File: src/rtl/ppa_seq_pkg.sv
// Shared types and helpers for the multi-word prefix-adder sequencer.
package ppa_seq_pkg;

    typedef enum logic [1:0] {IDLE, RUN, DONE} seq_state_t;

    localparam int ADDER_W = 32;

    function automatic logic signed_ovf(
        input logic a_msb,
        input logic b_msb,
        input logic s_msb
    );
        return (a_msb == b_msb) && (s_msb != a_msb);
    endfunction

endpackage

File: src/rtl/ladner_fischer_32bits.sv
// 32-bit parallel-prefix adder (Ladner-Fischer tree), purely combinational.
module ladner_fischer_32bits
    import ppa_seq_pkg::*;
(
    input  logic [ADDER_W-1:0] a,
    input  logic [ADDER_W-1:0] b,
    input  logic               cin,
    output logic [ADDER_W-1:0] sum,
    output logic               cout
);

    localparam int LEVELS = $clog2(ADDER_W);

    logic [ADDER_W-1:0] pg;
    logic [ADDER_W-1:0] g;
    logic [ADDER_W-1:0] p;

    assign pg = a ^ b;

    // Cin folded into bit 0 so g[i] ends up as the carry out of bit i.
    always_comb begin
        g = a & b;
        p = pg;
        g[0] = g[0] | (p[0] & cin);
        for (int l = 0; l < LEVELS; l++) begin
            for (int i = 0; i < ADDER_W; i++) begin
                if (((i >> l) & 1) == 1) begin
                    g[i] = g[i] | (p[i] & g[((i >> l) << l) - 1]);
                    p[i] = p[i] & p[((i >> l) << l) - 1];
                end
            end
        end
    end

    assign sum  = pg ^ {g[ADDER_W-2:0], cin};
    assign cout = g[ADDER_W-1];

endmodule

File: src/rtl/ppa_multiword_add_seq.sv
// Multi-precision add/sub sequencer: one 32-bit word per cycle, LSW first,
// through a single shared prefix adder with carry chained between words.
module ppa_multiword_add_seq
    import ppa_seq_pkg::*;
#(
    parameter int WIDTH  = 32,
    parameter int NWORDS = 4
) (
    input  logic                    clk,
    input  logic                    rst_n,
    input  logic                    in_valid,
    output logic                    in_ready,
    input  logic [WIDTH*NWORDS-1:0] in_a,
    input  logic [WIDTH*NWORDS-1:0] in_b,
    input  logic                    in_cin,
    input  logic                    in_sub,
    output logic                    out_valid,
    input  logic                    out_ready,
    output logic [WIDTH*NWORDS-1:0] out_sum,
    output logic                    out_cout,
    output logic                    out_ovf,
    output logic                    busy
);

    localparam int TW = WIDTH * NWORDS;
    localparam int CW = $clog2(NWORDS);
    localparam logic [CW-1:0] LAST = CW'(NWORDS - 1);

    seq_state_t state;
    seq_state_t next_state;

    logic [TW-1:0]       a_reg;
    logic [TW-1:0]       b_reg;
    logic [TW-WIDTH-1:0] acc;
    logic [TW-1:0]       acc_shift;
    logic [CW-1:0]       cnt;
    logic                carry;
    logic                a_msb;
    logic                b_msb;
    logic [WIDTH-1:0]    adder_sum;
    logic                adder_cout;
    logic                accept;
    logic                last;

    assign accept = in_valid && in_ready;
    assign last   = (cnt == LAST);
    assign busy   = (state != IDLE);

    // Operands shift right each cycle so the adder always sees word 0.
    ladner_fischer_32bits u_adder (
        .a    (a_reg[WIDTH-1:0]),
        .b    (b_reg[WIDTH-1:0]),
        .cin  (carry),
        .sum  (adder_sum),
        .cout (adder_cout)
    );

    assign acc_shift = {adder_sum, acc};

    always_ff @(posedge clk or negedge rst_n) begin
        if (!rst_n) begin
            state <= IDLE;
        end else begin
            state <= next_state;
        end
    end

    always_comb begin
        next_state = state;
        case (state)
            IDLE: if (accept) next_state = RUN;
            RUN:  if (last) next_state = DONE;
            DONE: if (out_ready) next_state = IDLE;
            default: next_state = IDLE;
        endcase
    end

    always_ff @(posedge clk or negedge rst_n) begin
        if (!rst_n) begin
            in_ready  <= 1'b0;
            out_valid <= 1'b0;
            out_sum   <= '0;
            out_cout  <= 1'b0;
            out_ovf   <= 1'b0;
            a_reg     <= '0;
            b_reg     <= '0;
            acc       <= '0;
            cnt       <= '0;
            carry     <= 1'b0;
            a_msb     <= 1'b0;
            b_msb     <= 1'b0;
        end else begin
            in_ready  <= (next_state == IDLE);
            out_valid <= (next_state == DONE);
            case (state)
                IDLE: begin
                    if (accept) begin
                        a_reg <= in_a;
                        b_reg <= in_sub ? ~in_b : in_b;
                        carry <= in_sub | in_cin;
                        a_msb <= in_a[TW-1];
                        b_msb <= in_sub ? ~in_b[TW-1] : in_b[TW-1];
                        cnt   <= '0;
                    end
                end
                RUN: begin
                    a_reg <= a_reg >> WIDTH;
                    b_reg <= b_reg >> WIDTH;
                    acc   <= acc_shift[TW-1:WIDTH];
                    carry <= adder_cout;
                    cnt   <= last ? '0 : cnt + CW'(1);
                    if (last) begin
                        out_sum  <= acc_shift;
                        out_cout <= adder_cout;
                        out_ovf  <= signed_ovf(a_msb, b_msb,
                                               adder_sum[WIDTH-1]);
                    end
                end
                default: ;
            endcase
        end
    end

endmodule

File: config.mk
export PLATFORM = sky130hd
export DESIGN_NAME = ppa_multiword_add_seq
export DESIGN_NICKNAME = d
export VERILOG_FILES = /design/src/rtl/ppa_seq_pkg.sv /design/src/rtl/ladner_fischer_32bits.sv /design/src/rtl/ppa_multiword_add_seq.sv
export SDC_FILE = /design/constraint.sdc
export NUM_CORES = 1
export LEC_CHECK = 0
export BUFFER_PORTS_ARGS = -buffer_cell sky130_fd_sc_hd__buf_2
export CORE_UTILIZATION = 55
export CTS_CLUSTER_DIAMETER = 60
export DETAILED_ROUTE_END_ITERATION = 7
export PLACE_DENSITY = 0.79
export SETUP_SLACK_MARGIN = 0.3
export SYNTH_ARGS = -nofsm -noshare
export SYNTH_HDL_FRONTEND = slang
export SYNTH_SLANG_ARGS = --single-unit
File: constraint.sdc
create_clock -name clk -period 3.4 [get_ports clk]
set_clock_uncertainty 0.1 [all_clocks]
set_input_delay 0.17 -clock clk [delete_from_list [all_inputs] [get_ports clk]]
set_output_delay 0.17 -clock clk [all_outputs]
set_load 0.02 [all_outputs]
# Word level (Yosys, flattened, before mapping)
# Index checks and enable logic that the tools add are counted.
[op_classes]
n_eq_ne = 7
n_bitwise = 217
muxes = 15
reduce_logical = 9
add_sub_neg = 1
[op_table]
columns = ["op", "n"]
rows = [
  ["$pmux 128 s2", 2],
  ["$mux 128", 3],
  ["$and 1x1->1", 130],
  ["$not 128->128", 1],
  ["$or 1x1->1", 82],
  ["$xor 32x32->32", 2],
  ["$and 32x32->32", 1],
  ["$mux 2", 5],
  ["$eq 2x2->1 const B", 3],
  ["$pmux 2 s3", 1],
  ["$reduce_and 2->1", 3],
  ["$logic_not 2->1", 2],
  ["$pmux 2 s2", 1],
  ["$reduce_bool 2->1", 2],
  ["$add 2x1->2 const B", 1],
  ["$eq 2x1->1 const B", 1],
  ["$logic_and 1x1->1", 2],
  ["$mux 1", 2],
  ["$ne 2x2->1 const B", 1],
  ["$pmux 1 s2", 1],
  ["$eq 1x1->1", 1],
  ["$ne 1x1->1", 1],
  ["$not 1->1", 1],
]
[word_totals]
word_cells = 262
output_inout_bits = 133
regBits = 491
inputBits = 262

# Logic depth before layout (Yosys ltp)
# Gate-level depths: netlist of the first run.
[logic_depth]
word_depth = 16
depth_mapped = 12
mapped_depth_nobuf = 12

# By module
# Synthesis of the first run repeated with hierarchy kept, for this count alone.
[unflattened]
cells_unflattened = 2092
area_unflattened_um2 = 21881.0
[modules_own_cells]
columns = ["mod", "seq_area_each_um2", "cells_each", "area_each_um2", "n_inst"]
rows = [
  ["ppa_multiword_add_seq", 12286.8, 1926, 20542.2, 1],
  ["ladner_fischer_32bits", 0.0, 166, 1338.8, 1],
]

# Worst setup path after synthesis of the first run
# Ideal clock, no wire load.
[synth_timing]
path_kind = "reg2reg"
start = "reg a_reg[0]"
end = "reg acc[91]"
period_less_slack_ns = 2.863
path_buffers = 0
setup_time_ns = 0.147
required_ns = 3.153
t_arrival_ns = 2.616
path_stages_with_launch = 13
setup_slack_ns = 0.537
path_cell_list = "dfrtp_1 inv_1 fa_1 inv_1 fa_1 a211oi_1 o211ai_1 a32oi_1 o21ai_2 a221o_1 a21oi_2 mux2i_1 o311ai_0"
[synth_via]
elab_chain_len = 14
word_cells_on_any_way = 15
classes_between = "15 x bitwise"
[synth_rtl]
columns = ["item", "line_no", "text"]
rows = [
  ["from (decl)", "ppa_multiword_add_seq.sv:32", "logic [TW-1:0] a_reg;"],
  ["from (signal assigned)", "ppa_multiword_add_seq.sv:98", "a_reg <= in_a;"],
  ["from (signal assigned)", "ppa_multiword_add_seq.sv:107", "a_reg <= a_reg >> WIDTH;"],
  ["$xor 32x32->32", "ladner_fischer_32bits.sv:18", "assign pg = a ^ b;"],
  ["$and 1x1->1", "ladner_fischer_32bits.sv:24", "g[0] = g[0] | (p[0] & cin);"],
  ["$or 1x1->1 (*)", "ladner_fischer_32bits.sv:24", ""],
  ["$and 1x1->1 (*)", "ladner_fischer_32bits.sv:28", "g[i] = g[i] | (p[i] & g[((i >> l) << l) - 1]);"],
  ["$or 1x1->1 (*)", "ladner_fischer_32bits.sv:28", ""],
  ["$and 1x1->1 (*)", "ladner_fischer_32bits.sv:28", ""],
  ["$or 1x1->1 (*)", "ladner_fischer_32bits.sv:28", ""],
  ["$and 1x1->1 (*)", "ladner_fischer_32bits.sv:28", ""],
  ["$or 1x1->1 (*)", "ladner_fischer_32bits.sv:28", ""],
  ["$and 1x1->1 (*)", "ladner_fischer_32bits.sv:28", ""],
  ["$or 1x1->1 (*)", "ladner_fischer_32bits.sv:28", ""],
  ["$and 1x1->1 (*)", "ladner_fischer_32bits.sv:28", ""],
  ["$or 1x1->1 (*)", "ladner_fischer_32bits.sv:28", ""],
  ["$xor 32x32->32 (*)", "ladner_fischer_32bits.sv:35", "assign sum = pg ^ {g[ADDER_W-2:0], cin};"],
  ["to (signal assigned)", "ppa_multiword_add_seq.sv:109", "acc <= acc_shift[TW-1:WIDTH];"],
  ["to (decl)", "ppa_multiword_add_seq.sv:34", "logic [TW-WIDTH-1:0] acc;"],
]
# Mark *: on every way between the ends. The rest lies on a longest branch, timed or not.
# A chain may end at the register's enable or synchronous reset.

# Worst setup path in the final report of the first run
[layout_timing]
start = "reg carry"
end = "reg acc[91]"
[layout_via]
elab_chain_len = 13
[layout_rtl]
columns = ["item", "line_no", "text"]
rows = [
  ["from (decl)", "ppa_multiword_add_seq.sv:37", "logic carry;"],
  ["from (signal assigned)", "ppa_multiword_add_seq.sv:100", "carry <= in_sub | in_cin;"],
  ["from (signal assigned)", "ppa_multiword_add_seq.sv:110", "carry <= adder_cout;"],
  ["$and 1x1->1", "ladner_fischer_32bits.sv:24", ""],
  ["$or 1x1->1", "ladner_fischer_32bits.sv:24", ""],
  ["$and 1x1->1", "ladner_fischer_32bits.sv:28", ""],
  ["$or 1x1->1", "ladner_fischer_32bits.sv:28", ""],
  ["$and 1x1->1", "ladner_fischer_32bits.sv:28", ""],
  ["$or 1x1->1", "ladner_fischer_32bits.sv:28", ""],
  ["$and 1x1->1", "ladner_fischer_32bits.sv:28", ""],
  ["$or 1x1->1", "ladner_fischer_32bits.sv:28", ""],
  ["$and 1x1->1", "ladner_fischer_32bits.sv:28", ""],
  ["$or 1x1->1", "ladner_fischer_32bits.sv:28", ""],
  ["$and 1x1->1", "ladner_fischer_32bits.sv:28", ""],
  ["$or 1x1->1", "ladner_fischer_32bits.sv:28", ""],
  ["$xor 32x32->32", "ladner_fischer_32bits.sv:35", ""],
]
# No other way between the ends.

==> reports/metrics.csv, run 1 <==
metric;value;unit
CTS tree;built;
mapped cell area;22000;sq um
ys async rst share;1.00;
first-pass GRT wire length;115;mm
total gr overflow;0;
Sink Count;491;
vias;20900;
Die W;202;microns
dpl ws;42.9;ps
Worst Setup End Kind;register;
residual DRC count;0;
GRT Overall Usage;0.364;
fraction of layout cells with a size suffix above 1;0.184;
Max Freq;312;MHz
core area;39100;sq um
Post-Synthesis Cells;2459;
clk slew on worst S/H paths;60;ps
Reg area;12300;sq um
Die ar.;40800;sq um
clock buffer depth;3;
Synth area leaders;dfrtp_1, nand2_1, xnor2_1, nor2_1, o21ai_0;
# nets final;3340;
relative slew slack;0.299;
hold slack final;18.9;ps
Max Slew Vio Count;0;
status;completed;
kind of critical path;register to register;
Max Cap Violations;0;
minimum clock period;3200;ps
final setup violation count;0;
DRT iter0 DRCs;2013;
TNS Setup;0;ps
Initial DRT Pass Iterations;8;
vias per inst;5.80;
EDFF count, synth;0;
largest net degree at the start of global routing;130;
filler cell count;2572;
worst-skew pair later-pin latency;600;ps
standard-cell rows;72;
CTS Buf Count;49;
pwr dens;998;nW/um^2
CP Launch Type;register;
LEAKAGE;14.4;nW
vias in the first global route;20500;
endpoints failing hold;0;
worst slew pin tran;1050;ps
io pins;395;
RSZ-0062 raised after global routing;true;
Peak VDD IR;0.000706;V
Worst Hold Class;primary input to register;
most common cell in the synthesized netlist;nand2_1;
Synth top area share;0.558;
sequential fraction of the synthesis area;0.558;
Synth Warn #;0;
multi-input combinational cell area;9220;sq um
GPL Wtd Cong;0.956;
Crit path largest cell delay;420;ps
critical-path cell list;inv_2 -> fa_2 -> inv_2 -> fa_2 -> a211oi_4 -> o211ai_1 -> buf_4 -> a32oi_4 -> o21ai_4 -> a221o_1 -> a21oi_4 -> mux2i_1 -> o311ai_1;
Final Core Density;0.740;
top cells by instance count after synthesis;nand2_1, dfrtp_1, nor2_1, clkbuf_1, o21ai_0;
overall power;0.0289;W
final setup margin;198;ps
Syn Area/Cell;8.95;sq um
number of H-tree levels;2;
Synth Flop Type;dfrtp_1;
Syn Nets;2758;
WP data arrival;3520;ps
initial antenna violation count;7;
Final HPWL DP;44.9;mm
Synth Register Bits;491;
clock root buffer;clkbuf_16;
synthesis-to-layout area growth;31.3;%
Routed Antenna Nets;0;
fin crit share;0.942;
worst-path fanout max;4;
die height;202;microns
FF-to-FF setup slack;200;ps
required time of the critical path;3720;ps
Starting Density;0.563;
IO Port Bufs;394;
post-synth top area cell;dfrtp_1;
WL final;74.7;mm
Netlist cell types;52;
CP max stage cell;fa_2;
WL/cell;20.8;microns
==> repair_timing <==
| item | CTS | global route |
|---|---|---|
| gates resized for setup | 7 | 23 |
| pin swaps | 9 | 16 |
| hold buffers | 249 | 0 |
| setup endpoints to repair | 12 | 38 |
| buffers inserted | 10 | 7 |
| hold endpoints to repair | 436 | 0 |
==> worst paths after layout <==
| check | start | endpoint | cells past startpoint |
|---|---|---|---|
| max | carry | acc[91] | 13 |
| min | in_b[27] | b_reg[27] | 5 |
| max reg2reg | carry | acc[91] | 13 |
| min reg2reg | out_sum[25] | out_sum[25] | 2 |
| max in group asynchronous | rst_n | a_reg[34] | 4 |
| min in group asynchronous | rst_n | acc[57] | 2 |
==> cell families after synthesis <==
| logic type | count (synthesis) | share of synthesized area |
|---|---|---|
| and+or+nand+nor | 1189 | 0.212 |
| DFF | 491 | 0.558 |
| AOI/OAI and AO/OA | 404 | 0.115 |
| buffers and inverters | 188 | 0.0321 |
| xor gates and xnor gates | 148 | 0.0589 |
| adders and majority gates | 37 | 0.0231 |
| muxes | 2 | 0.000909 |
==> per-layer routing <==
| metal | GRT usage | wire, microns | part of all wire | up-vias |
|---|---|---|---|---|
| met4 | 0.200 | 4450 | 0.060 | 8 |
| met1 | 0.473 | 28700 | 0.38 | 9940 |
| met5 | 0 | 46 | 0.00062 | - |
| met2 | 0.571 | 34400 | 0.46 | 1384 |
| li1 | - | - | - | 9247 |
| met3 | 0.0801 | 7110 | 0.095 | 314 |
==> area by class of cell <==
class,count,share of cell area
repair buffers,700,0.177
clock inverters,20,0.00459
multi-input cells,1780,0.319
well taps,518,0.0224
diodes,3,0.000260
inverters,19,0.00247
flip-flops and latches,491,0.425
clock buffers,69,0.0499
==> critical path: cells and delay by family (launching register included) <==
family / cells / cell delay (ps)
buffers and inverters: 3 / 280
AOI/OAI and AO/OA: 7 / 1430
muxes: 1 / 220
DFF: 1 / 390
adders and majority gates: 2 / 620
==> stage by stage <==
stage / instances / cell area [sq um]
after floorplan: 2459 / 22000
after global placement: 3242 / 24600
after detailed placement: 3242 / 24600
after CTS: 3590 / 28700
after global routing: 3600 / 28900
final: 3600 / 28900
==> cells in the final DEF, fill, tap and decap left out, types with 71 or more instances in the layout <==
| master | instances |
|---|---|
| buf_2 | 392 |
| nand2_1 | 873 |
| a31oi_1 | 96 |
| xnor2_1 | 135 |
| dlygate4sd3_1 | 249 |
| nand3_1 | 75 |
| nor2_1 | 204 |
| dfrtp_1 | 491 |
| a21oi_1 | 71 |
| o21ai_0 | 141 |
==> report_power, final <==
group	internal, W	total, W	switching (W)
sequential	0.00853	0.0105	0.00197
clock	0.00298	0.00531	0.00234
combinational	0.00469	0.0131	0.00837
Note: power is estimated with default switching activity, not from simulation.
==> run 2: changes to the inputs <==
- ABC_AREA: default -> 1
==> run 2 against run 1 <==
  * The flow now finishes with violations (hold timing)
  * Sequential power fell by 4%
  * Flip-flop and latch count unchanged
  * Highest routed layer is now met4
  * Final area is 1.1% lower
  * First-iteration DRC count grew 9.8%
==> reports/metrics.csv, run 2 <==
metric;value;unit
status;finished with violations;
failing checks;hold timing;
Worst Setup End Kind;register;
most common cell in the synthesized netlist;nand2_1;
Hold Crit Depth;4;
final setup violation count;0;
worst slew pin tran;1260;ps
EDFF count, synth;0;
LEAKAGE;13.8;nW
vias in the first global route;20300;
leading cell type in the layout, fill and taps excluded;nand2_1;
worst-path fanout max;40;
# nets final;3199;
number of H-tree levels;2;
standard-cell rows;73;
vias;20100;
Syn Area/Cell;9.46;sq um
endpoints failing hold;1;
largest net degree at the start of global routing;240;
fin crit share;0.853;
Die W;202;microns
CTS tree;built;
first-pass GRT wire length;112;mm
TNS Setup;0;ps
worst-skew pair later-pin latency;610;ps
mapped cell area;22100;sq um
worst reg2reg path depth;7;
ys async rst share;1.00;
most frequent cells in the layout;nand2_1, dfrtp_1, buf_2, dlygate4sd3_1, o21ai_0;
critical-path cell list;nor2_2 -> nand3_4 -> inv_4 -> nor2_4 -> inv_2 -> buf_4 -> o21ai_0;
Inst Count DP;3120;
DRT iter0 DRCs;2210;
WL/cell;20.7;microns
initial antenna violation count;6;
total gr overflow;0;
GPL Wtd Cong;0.893;
Die ar.;41000;sq um
IO Port Bufs;394;
Final Core Density;0.722;
Final HPWL DP;40.6;mm
Critical Path Stages;7;
CP max stage cell;nor2_4;
relative slew slack;0.157;
Worst Hold Class;primary input to register;
Syn Nets;2636;
fraction of layout cells with a size suffix above 1;0.181;
Synth top area share;0.556;
CTS Buf Count;51;
required time of the critical path;3770;ps
Synth area leaders;dfrtp_1, nand2_1, xnor2_1, o21ai_0, nor3_1;
Netlist cell types;41;
Synth Flop Type;dfrtp_1;
Final Non-Filler Cells;3472;
WP data arrival;3260;ps
RSZ-0062 raised after global routing;false;
Synth Warn #;0;
clk slew on worst S/H paths;70;ps
die height;202;microns
Post-Synthesis Cells;2337;
io pins;395;
pwr dens;998;nW/um^2
Max Slew Vio Count;0;
vias per inst;5.80;
Crit path largest cell delay;810;ps
post-synth top area cell;dfrtp_1;
clock buffer depth;3;
sequential fraction of the synthesis area;0.556;
Sink Count;491;
CP Launch Type;register;
Synth Register Bits;491;
hold slack final;-9.86;ps
Max Cap Violations;0;
WP buf/inv;3;
Initial DRT Pass Iterations;6;
top cells by instance count after synthesis;nand2_1, dfrtp_1, o21ai_0, inv_1, nor3_1;
Routed Antenna Nets;0;
minimum clock period;2900;ps
Starting Density;0.557;
core area;39600;sq um
WL final;71.8;mm
CP delay by family, top;simple AND/OR/NAND/NOR gates;
GRT Overall Usage;0.354;
kind of critical path;register to register;
clock root buffer;clkbuf_16;
Max Freq;345;MHz
synthesis-to-layout area growth;29.4;%
residual DRC count;0;
Peak VDD IR;0.000975;V
[run 2: worst paths after layout]
path	start	end	slack, ps
min in group asynchronous	rst_n	out_sum[6]	100
min reg2reg	out_sum[8]	out_sum[8]	360
max	state[1]	a_reg[120]	500
min	in_b[53]	b_reg[53]	-10
max reg2reg	state[1]	a_reg[120]	500
max in group asynchronous	rst_n	b_reg[104]	2420
[run 2: area by class of cell]
cell class	count	area [sq um]
clock inverters	20	236
repair buffers	667	4780
inverters	198	752
diodes	8	20.0
flip-flops and latches	491	12300
clock buffers	72	1510
well taps	525	657
fillers	2640	11000
multi-input cells	1491	8360
[run 2: power by group]
| part | internal (W) | total [W] | switching [W] | leakage [nW] |
|---|---|---|---|---|
| clock | 0.00346 | 0.00582 | 0.00235 | 0.866 |
| sequential | 0.00851 | 0.0101 | 0.00162 | 6.18 |
| combinational | 0.00417 | 0.0126 | 0.00844 | 6.80 |
[run 2: what timing repair did]
item / 4_1_cts / 5_1_grt
hold buffers: 252 / 0
buffers inserted: 0 / 0
endpoints found under the hold margin: 745 / 0
endpoints found under the setup margin: 0 / 2
gates resized for setup: 0 / 1
[run 2: kinds of logic (layout without fill, tap and decap cells)]
| kind of cell | Yosys count | count (layout) | synth area share |
|---|---|---|---|
| DFF | 491 | 491 | 0.556 |
| buffers and inverters | 355 | 957 | 0.0662 |
| AOI/OAI and AO/OA | 442 | 442 | 0.138 |
| xor gates and xnor gates | 138 | 138 | 0.0547 |
| and+or+nand+nor | 874 | 874 | 0.163 |
| other | 0 | 8 | 0 |
| adders and majority gates | 37 | 37 | 0.0230 |
[run 2: stage by stage]
| stage | total power, W | setup slack (ps) | cell area [sq um] |
|---|---|---|---|
| after global placement | 0.0214 | 717 | 24300 |
| after global routing | 0.0303 | 361 | 28600 |
| final | 0.0286 | 501 | 28600 |
| after CTS | 0.0280 | 556 | 28600 |
| after floorplan | 0.0182 | 976 | 22100 |
| after detailed placement | 0.0219 | 625 | 24300 |
[run 2: layer usage]
layer	vias up	global-route usage	routed length, microns	part of all wire
li1	8923	-	-	-
met1	9632	0.446	27000	0.38
met2	1245	0.543	33000	0.46
met3	335	0.0863	6730	0.094
met4	0	0.236	5020	0.070
met5	-	0	0	0
[run 2: worst reg2reg max path, delay by kind of cell (launching register included)]
kind / cells / cell delay [ps]
buffers and inverters: 3 / 990
and+or+nand+nor: 3 / 990
AOI/OAI and AO/OA: 1 / 280
DFF: 1 / 430
